`src/rtl/btn_debounce.sv`:
```
// Push-button conditioner: 2-flop synchroniser, stability-counter debounce, press/release/long
// pulses and a wrapping press counter. All outputs are registered.
module btn_debounce #(
    parameter int unsigned DB_CYCLES   = 250000,
    parameter int unsigned LONG_CYCLES = 125000000,
    parameter int unsigned CNT_WIDTH   = 8
) (
    input  logic                 clk_i,
    input  logic                 rst_ni,
    input  logic                 btn_i,
    output logic                 btn_o,
    output logic                 press_o,
    output logic                 release_o,
    output logic                 long_o,
    output logic [CNT_WIDTH-1:0] count_o
);

    localparam int unsigned DbW   = $clog2(DB_CYCLES);
    localparam int unsigned HoldW = $clog2(LONG_CYCLES + 1);

    localparam logic [DbW-1:0]   DbLast   = DbW'(DB_CYCLES - 1);
    localparam logic [HoldW-1:0] HoldLast = HoldW'(LONG_CYCLES - 1);

    typedef enum logic [1:0] {StIdle, StHeld, StLong} state_e;

    logic                 s1_q, s2_q;
    logic [DbW-1:0]       db_cnt_q, db_cnt_d;
    logic                 btn_q, btn_d;
    logic                 press_q, press_d;
    logic                 release_q, release_d;
    logic                 long_q, long_d;
    logic [CNT_WIDTH-1:0] count_q, count_d;
    logic [HoldW-1:0]     hold_q, hold_d;
    state_e               state_q, state_d;

    logic s_diff, db_done, rise, fall;

    always_ff @(posedge clk_i or negedge rst_ni) begin
        if (!rst_ni) begin
            s1_q      <= 1'b0;
            s2_q      <= 1'b0;
            db_cnt_q  <= '0;
            btn_q     <= 1'b0;
            press_q   <= 1'b0;
            release_q <= 1'b0;
            long_q    <= 1'b0;
            count_q   <= '0;
            hold_q    <= '0;
            state_q   <= StIdle;
        end else begin
            s1_q      <= btn_i;
            s2_q      <= s1_q;
            db_cnt_q  <= db_cnt_d;
            btn_q     <= btn_d;
            press_q   <= press_d;
            release_q <= release_d;
            long_q    <= long_d;
            count_q   <= count_d;
            hold_q    <= hold_d;
            state_q   <= state_d;
        end
    end

    // Debounce: a level is accepted once s2 has differed from btn_q for DB_CYCLES samples.
    always_comb begin
        s_diff    = s2_q ^ btn_q;
        db_done   = s_diff && (db_cnt_q == DbLast);
        rise      = db_done && s2_q;
        fall      = db_done && !s2_q;

        db_cnt_d  = '0;
        btn_d     = btn_q;
        press_d   = rise;
        release_d = fall;
        count_d   = count_q;

        if (s_diff && !db_done) begin
            db_cnt_d = db_cnt_q + DbW'(1);
        end
        if (db_done) begin
            btn_d = s2_q;
        end
        if (rise) begin
            count_d = count_q + CNT_WIDTH'(1);
        end
    end

    // Long-press tracking; an accepted release on the same edge wins over long_o.
    always_comb begin
        state_d = state_q;
        hold_d  = hold_q;
        long_d  = 1'b0;

        unique case (state_q)
            StIdle: begin
                hold_d = '0;
                if (rise) begin
                    state_d = StHeld;
                end
            end
            StHeld: begin
                if (fall) begin
                    state_d = StIdle;
                    hold_d  = '0;
                end else if (hold_q == HoldLast) begin
                    state_d = StLong;
                    long_d  = 1'b1;
                end else begin
                    hold_d = hold_q + HoldW'(1);
                end
            end
            StLong: begin
                if (fall) begin
                    state_d = StIdle;
                    hold_d  = '0;
                end
            end
            default: begin
                state_d = StIdle;
                hold_d  = '0;
            end
        endcase
    end

    assign btn_o     = btn_q;
    assign press_o   = press_q;
    assign release_o = release_q;
    assign long_o    = long_q;
    assign count_o   = count_q;

endmodule

```
`config.mk`:
```
export PLATFORM = sky130hd
export DESIGN_NAME = btn_debounce
export DESIGN_NICKNAME = d
export VERILOG_FILES = /design/src/rtl/btn_debounce.sv
export SDC_FILE = /design/constraint.sdc
export NUM_CORES = 1
export LEC_CHECK = 0
export CAP_MARGIN = 10
export CORE_MARGIN = 2
export CORE_UTILIZATION = 45
export CTS_BUF_LIST = sky130_fd_sc_hd__clkbuf_4
export CTS_CLUSTER_DIAMETER = 150
export CTS_CLUSTER_SIZE = 14
export DETAILED_ROUTE_END_ITERATION = 12
export DONT_BUFFER_PORTS = 1
export PLACE_DENSITY_LB_ADDON = 0.3
export SYNTH_ARGS = -nofsm -noshare
export SYNTH_HDL_FRONTEND = slang
export SYNTH_SLANG_ARGS = --single-unit
```
`constraint.sdc`:
```
create_clock -name clk_i -period 6.24 [get_ports clk_i]
set_clock_uncertainty 0.05 [all_clocks]
set_input_delay 0.624 -clock clk_i [delete_from_list [all_inputs] [get_ports clk_i]]
set_output_delay 0.624 -clock clk_i [all_outputs]
set_load 0.02 [all_outputs]
```
Word-level counts from Yosys, hierarchy flattened
Cells that the tools add are included.
{ "classes": {"muxes": 13, "n_bitwise": 1, "n_addsub": 3, "eq_ne": 8, "reduce_logical": 9} }
{ "op_table": {"columns": ["op", "count"], "rows": [
  ["27-bit two-way mux", 3],
  ["27-bit one-hot mux with 2 select lines", 1],
  ["27-bit by 1-bit adder with 27-bit output, second input constant", 1],
  ["27-bit equality test, second input constant", 1],
  ["18-bit by 1-bit adder with 18-bit output, second input constant", 1],
  ["18-bit equality test, second input constant", 1],
  ["18-bit two-way mux", 1],
  ["8-bit by 1-bit adder with 8-bit output, second input constant", 1],
  ["2-bit two-way mux", 4],
  ["3-bit inequality test, second input constant", 2],
  ["2-bit one-hot mux with 3 select lines", 1],
  ["1-bit logical AND", 4],
  ["2-bit inequality test, second input constant", 2],
  ["1-bit two-way mux", 3],
  ["3-bit AND reduction", 1],
  ["2-bit by 1-bit equality test with 1-bit output, second input constant", 1],
  ["2-bit equality test, second input constant", 1],
  ["1-bit zero test", 2],
  ["2-bit zero test", 1],
  ["2-bit AND reduction", 1],
  ["1-bit bitwise XOR", 1]
]} }
{ "word_totals": {"wordCells": 44, "output_inout_bits": 12, "input_bits": 3, "register_bits": 61} }

Longest topological paths before layout
{ "depth": {"depth_word": 5, "mapped_depth": 9, "depth_no_buf": 7} }

Least setup slack after synthesis
No wires, ideal clock.
{ "synth_path": {"path_type": "flip-flop to flip-flop", "start": "register hold_q[9]", "end": "register hold_q[19]", "period_less_slack_ns": 2.160, "path_slack_ns": 4.080, "arrival_ns": 1.984, "path_stages_with_launch": 8, "setup_time_ns": 0.126, "cell_sequence": "dfrtp_1 > buf_6 > or4b_4 > nor4_4 > nand3_2 > and2_1 > buf_6 > a221o_1"} }
{ "synth_via": {"elab_chain_len": 4} }
{ "synth_rtl": {"columns": ["element", "line", "text"], "rows": [
  ["start: declaration", "33", "logic [HoldW-1:0] hold_q, hold_d;"],
  ["start signal: assignment", "59", "hold_q <= hold_d;"],
  ["27-bit by 1-bit adder with 27-bit output", "109", "hold_d = hold_q + HoldW'(1);"],
  ["27-bit two-way mux", "105", "end else if (hold_q == HoldLast) begin"],
  ["27-bit two-way mux", "102", "if (fall) begin"],
  ["27-bit one-hot mux with 2 select lines", "94", "unique case (state_q)"]
]} }
Parallel ways exist; a longest one is shown, timed or not. The select of a mux whose other input is x is not followed.
A chain may end at the register's enable or synchronous reset.

Worst setup path in the final report
{ "layout_path": {"start": "register db_cnt_q[0]", "end": "register hold_q[13]"} }
{ "layout_via": {"elab_chain_len": 5} }
{ "layout_rtl": {"columns": ["element", "line", "text"], "rows": [
  ["start: declaration", "27", "logic [DbW-1:0] db_cnt_q, db_cnt_d;"],
  ["start signal: assignment", "53", "db_cnt_q <= db_cnt_d;"],
  ["18-bit equality test (*)", "67", "db_done = s_diff && (db_cnt_q == DbLast);"],
  ["1-bit logical AND (*)", "67", null],
  ["1-bit logical AND (*)", "69", "fall = db_done && !s2_q;"],
  ["27-bit two-way mux (tied with other cells)", "102", null],
  ["27-bit one-hot mux with 2 select lines / 2-bit AND reduction (equally long branches)", null, null]
]} }
Every way passes the cells marked *; elsewhere a longest branch is shown, timed or not.

==> impl_results.html <==
<table>
<tr><th>Metric</th><th>Value</th></tr>
<tr><th colspan="2">Timing</th></tr>
<tr><td>Final clock period utilization by the worst path</td><td>46.6%</td></tr>
<tr><td>Final min period</td><td>approximately 2900 ps</td></tr>
<tr><td>Final Max Tran Viols</td><td>0</td></tr>
<tr><td>Relative slew slack</td><td>between 20% and 30%</td></tr>
<tr><td>Setup violations, final</td><td>0</td></tr>
<tr><td>Final Hold Fails</td><td>0</td></tr>
<tr><td>Sum Neg Setup Slack</td><td>0 ps</td></tr>
<tr><td>Unrepaired setup endpoints after global routing</td><td>no</td></tr>
<tr><td>Fmax</td><td>roughly 340 MHz</td></tr>
<tr><td>Worst Max-Slew Pin Slew</td><td>approximately 1100 ps</td></tr>
<tr><th colspan="2">Die</th></tr>
<tr><td>Area of the core</td><td>between 0.007 and 0.008 mm²</td></tr>
<tr><td>Die Y</td><td>around 90 µm</td></tr>
<tr><td>IO Pins</td><td>15</td></tr>
<tr><td>Chip width</td><td>around 90 µm</td></tr>
<tr><td>Count of standard-cell rows</td><td>31</td></tr>
<tr><td>Area enclosed by the die boundary</td><td>0.00806 mm²</td></tr>
<tr><td>Effective utilization at floorplan</td><td>a little under half</td></tr>
<tr><th colspan="2">Global routing</th></tr>
<tr><td>Global route overflow</td><td>0</td></tr>
<tr><td>Global-route wire length before repair</td><td>~13 mm</td></tr>
<tr><td>Vias in the first global route</td><td>about 2400</td></tr>
<tr><td>Pin count of the biggest net entering global routing</td><td>62</td></tr>
<tr><td>GRT Overall Usage</td><td>between 15 and 20%</td></tr>
<tr><td>Antenna violations before repair</td><td>0</td></tr>
<tr><th colspan="2">CTS</th></tr>
<tr><td>CTS sink count</td><td>61</td></tr>
<tr><td>CTS Buffer Depth</td><td>2</td></tr>
<tr><td>Clock tree from TritonCTS</td><td>done</td></tr>
<tr><td>Clock-pin slew of the registers on the worst-case setup and hold paths</td><td>around 120 ps</td></tr>
<tr><td>Number of cells upsized or downsized after cts</td><td>0</td></tr>
<tr><td>H-tree Lvls</td><td>3</td></tr>
<tr><td>Clock root buffer</td><td>sky130_fd_sc_hd__clkbuf_4</td></tr>
<tr><td>Later-pin clock latency in the skew report</td><td>about 410 ps</td></tr>
<tr><td>Number of buffers added by the clock tree synthesis step</td><td>9</td></tr>
<tr><th colspan="2">Critical path</th></tr>
<tr><td>Capturing point of the worst reg2reg path</td><td>hold_q[13]$_DFFE_PN0P_</td></tr>
<tr><td>Worst endpoint required time</td><td>6480 ps</td></tr>
<tr><td>Startpoint of the worst register-to-register path</td><td>db_cnt_q[0]$_DFF_PN0_</td></tr>
<tr><td>Sort of element at the start of the critical path</td><td>flip-flop</td></tr>
<tr><td>CP Capture Type</td><td>flip-flop</td></tr>
<tr><td>R2R cell count</td><td>6</td></tr>
<tr><td>Arrival @ worst endpoint</td><td>about 3100 ps</td></tr>
<tr><td>Slack of the worst reg-to-reg path</td><td>~3300 ps</td></tr>
<tr><td>Largest fanout on the critical path</td><td>27</td></tr>
<tr><td>Type of the worst setup path</td><td>flip-flop to flip-flop</td></tr>
<tr><th colspan="2">Yosys</th></tr>
<tr><td>Share of synthesized flip-flops with an asynchronous set or reset</td><td>100%</td></tr>
<tr><td>Unique masters post-synth</td><td>62</td></tr>
<tr><td>Main flop type after synthesis</td><td>sky130_fd_sc_hd__dfrtp_1</td></tr>
<tr><td>Biggest area consumer among synthesized cells</td><td>sky130_fd_sc_hd__dfrtp_1</td></tr>
<tr><td>Per-instance average area after synthesis</td><td>around 9.7 µm²</td></tr>
<tr><td>Sequential-to-total area share from yosys stat</td><td>46.1%</td></tr>
<tr><td>Gate count of the mapped netlist</td><td>around 340</td></tr>
<tr><td>Count of flip-flops with a built-in enable after synthesis</td><td>0</td></tr>
<tr><td>Post-synthesis instance area</td><td>around 0.0033 mm²</td></tr>
<tr><td>Post-synth top area share</td><td>46.1%</td></tr>
<tr><td>Number of flip-flops and latches in the synthesized netlist</td><td>just over 60</td></tr>
<tr><td>Cells taking the most area after synthesis</td><td>sky130_fd_sc_hd__dfrtp_1 46%, sky130_fd_sc_hd__nand4_1 4.5%, sky130_fd_sc_hd__nand3_1 3.8%</td></tr>
<tr><td>Net Count, Synth</td><td>approximately 350</td></tr>
<tr><td>Count of synthesis-stage warnings from yosys</td><td>0</td></tr>
<tr><th colspan="2">Final layout</th></tr>
<tr><td>Layout cells sized above 1</td><td>between 10 and 15%</td></tr>
<tr><td>Layout overhead on the synthesized area</td><td>6.54%</td></tr>
<tr><td>Fin nets</td><td>347</td></tr>
<tr><td>Most common library cell in the layout ignoring fill and taps</td><td>sky130_fd_sc_hd__dfrtp_1</td></tr>
<tr><td>Top library cells by usage in the layout, fill and taps aside</td><td>61 x sky130_fd_sc_hd__dfrtp_1, 32 x sky130_fd_sc_hd__nor2_1, 26 x sky130_fd_sc_hd__nand2_1</td></tr>
<tr><td>Count of antenna diodes in the layout</td><td>0</td></tr>
<tr><td>Final design instance area without fill</td><td>0.00353 mm²</td></tr>
<tr><th colspan="2">Route</th></tr>
<tr><td>Iteration-0 DRC Markers</td><td>~270</td></tr>
<tr><td>Wire length reported by the detailed router</td><td>about 7.2 mm</td></tr>
<tr><td>Post-route DRC</td><td>0</td></tr>
<tr><td>Via count</td><td>between 2000 and 3000</td></tr>
<tr><td>Number of nets with antenna violations after routing</td><td>0</td></tr>
<tr><td>DR pass1 iterations</td><td>4</td></tr>
<tr><td>Vias/cell</td><td>a little under 6</td></tr>
<tr><td>Mean routed wirelength per cell</td><td>roughly 16 µm</td></tr>
<tr><th colspan="2">Power</th></tr>
<tr><td>Static power due to leakage</td><td>between 1.5 and 2 nW</td></tr>
<tr><td>Ratio of total power to cell area</td><td>between 150 and 200 mW/mm²</td></tr>
<tr><td>Worst IR drop on VDD</td><td>roughly 0.16 mV</td></tr>
<tr><th colspan="2">Place</th></tr>
<tr><td>Instance area after placement</td><td>0.00336 mm²</td></tr>
<tr><td>Estimated wirelength of the detail-placed design</td><td>about 4.9 mm</td></tr>
<tr><td>Number of I/O port buffers</td><td>0</td></tr>
<tr><td>Routability congestion estimate from global placement</td><td>about 0.9</td></tr>
<tr><th colspan="2">Worst hold path</th></tr>
<tr><td>Worst hold-check path type</td><td>primary input to asynchronous set/reset pin</td></tr>
<tr><th colspan="2">Job</th></tr>
<tr><td>Max-capacitance violation count</td><td>0</td></tr>
<tr><th colspan="2">Status</th></tr>
<tr><td>Result of the run</td><td>completed</td></tr>
</table>
==> report_power, final <==
group          switching [mW]  internal [mW]
clock                   0.158          0.124
sequential            0.00168          0.397
combinational          0.0108        0.00378
total                   0.170          0.525
==> routing by layer <==
layer,wire (µm),global-route usage [%],vias up
li1,-,-,1276
met1,3570,29.3,1224
met2,3060,26.8,63
met3,416,3.86,14
met4,136,7.56,0
met5,0,0,-
==> synth_stat cells, types with 2 or more instances <==
master                      instances
sky130_fd_sc_hd__a211o_1            7
sky130_fd_sc_hd__and4b_1            2
sky130_fd_sc_hd__clkbuf_1           6
sky130_fd_sc_hd__a2bb2oi_1          3
sky130_fd_sc_hd__nand4b_1           3
sky130_fd_sc_hd__nor3_1            17
sky130_fd_sc_hd__buf_6              3
sky130_fd_sc_hd__nand2_1           26
sky130_fd_sc_hd__nand3_1           25
sky130_fd_sc_hd__mux2i_1            4
sky130_fd_sc_hd__dfrtp_1           61
sky130_fd_sc_hd__inv_1             11
sky130_fd_sc_hd__nand2b_1           4
sky130_fd_sc_hd__and2_1             2
sky130_fd_sc_hd__xnor2_1           13
sky130_fd_sc_hd__and4_1             4
sky130_fd_sc_hd__or2_2              2
sky130_fd_sc_hd__o211ai_1           3
sky130_fd_sc_hd__nand4_1           24
sky130_fd_sc_hd__a31oi_1            3
sky130_fd_sc_hd__buf_4              2
sky130_fd_sc_hd__ha_1               3
sky130_fd_sc_hd__nor2_1            32
sky130_fd_sc_hd__and4_2             3
sky130_fd_sc_hd__and3_1            13
sky130_fd_sc_hd__xor2_1            10
sky130_fd_sc_hd__o21ai_0            6
sky130_fd_sc_hd__a32oi_1            2
sky130_fd_sc_hd__nor2b_1            2
sky130_fd_sc_hd__a221o_1            4
sky130_fd_sc_hd__a22oi_1            2
sky130_fd_sc_hd__nor4_1            10
==> layout make-up <==
| type | count | area (µm²) |
|---|---|---|
| Multi-Input combinational cell | 255 | 1650 |
| Fill cell | 665 | 3650 |
| Tap cell | 99 | 124 |
| Clock inverter | 7 | 75.1 |
| Timing Repair Buffer | 2 | 35.0 |
| Sequential cell | 61 | 1530 |
| Inverter | 12 | 47.5 |
| Clock buffer | 9 | 67.6 |
==> cell families after synthesis <==
| logic type | count (synthesis) | share of synthesized area [%] |
|---|---|---|
| buf+inv | 26 | 4.01 |
| fa+ha+maj | 3 | 1.13 |
| xor+xnor | 23 | 6.08 |
| mux | 5 | 1.55 |
| simple gates | 182 | 31.2 |
| compound gates | 42 | 9.94 |
| flops | 61 | 46.1 |
==> flip-flops by register name, summed over array words and instances (netlist names) <==
register,count
hold_q,27
db_cnt_q,18
count_o,8
state_q,2
btn_o,1
long_o,1
press_o,1
release_o,1
s1_q,1
s2_q,1
==> how the worst max path moves through the flow <==
| stage | start | endpoint | slack, ps |
|---|---|---|---|
| global placement | db_cnt_q[0]$_DFF_PN0_ | hold_q[13]$_DFFE_PN0P_ | 3610 |
| global route | db_cnt_q[0]$_DFF_PN0_ | hold_q[13]$_DFFE_PN0P_ | 3140 |
| finish | db_cnt_q[0]$_DFF_PN0_ | hold_q[13]$_DFFE_PN0P_ | 3330 |
| floorplan | hold_q[9]$_DFFE_PN0P_ | hold_q[19]$_DFFE_PN0P_ | 4080 |
| detailed placement | db_cnt_q[0]$_DFF_PN0_ | hold_q[13]$_DFFE_PN0P_ | 3450 |
| CTS | db_cnt_q[0]$_DFF_PN0_ | hold_q[13]$_DFFE_PN0P_ | 3420 |
==> through the flow <==
| stage | cells | power (mW) | util, % | hold WS (ps) | worst slack, ps |
|---|---|---|---|---|---|
| after floorplan | 342 | 0.411 | - | 278 | 4080 |
| after global placement | 428 | 0.412 | 46.8 | 281 | 3610 |
| after detailed placement | 428 | 0.412 | 46.8 | 281 | 3450 |
| after CTS | 445 | 0.707 | 49.2 | 9.59 | 3420 |
| after global routing | 445 | 0.729 | 49.2 | 5.32 | 3140 |
| final | 445 | 0.695 | 49.2 | 25.0 | 3330 |
==> critical path: stages (launching register included) <==
cell and delay (ps):
sky130_fd_sc_hd__dfrtp_1 420, sky130_fd_sc_hd__ha_1 250, sky130_fd_sc_hd__and3_1 240, sky130_fd_sc_hd__and4_1 260
sky130_fd_sc_hd__a21oi_2 870, sky130_fd_sc_hd__nand2_1 280, sky130_fd_sc_hd__o41ai_1 410
==> repair_timing <==
action,4_1_cts,5_1_grt
hold buffers,1,0
buffers inserted,0,0
endpoints found under the hold margin,61,0
No activity file was read; power rests on OpenSTA's default activity.
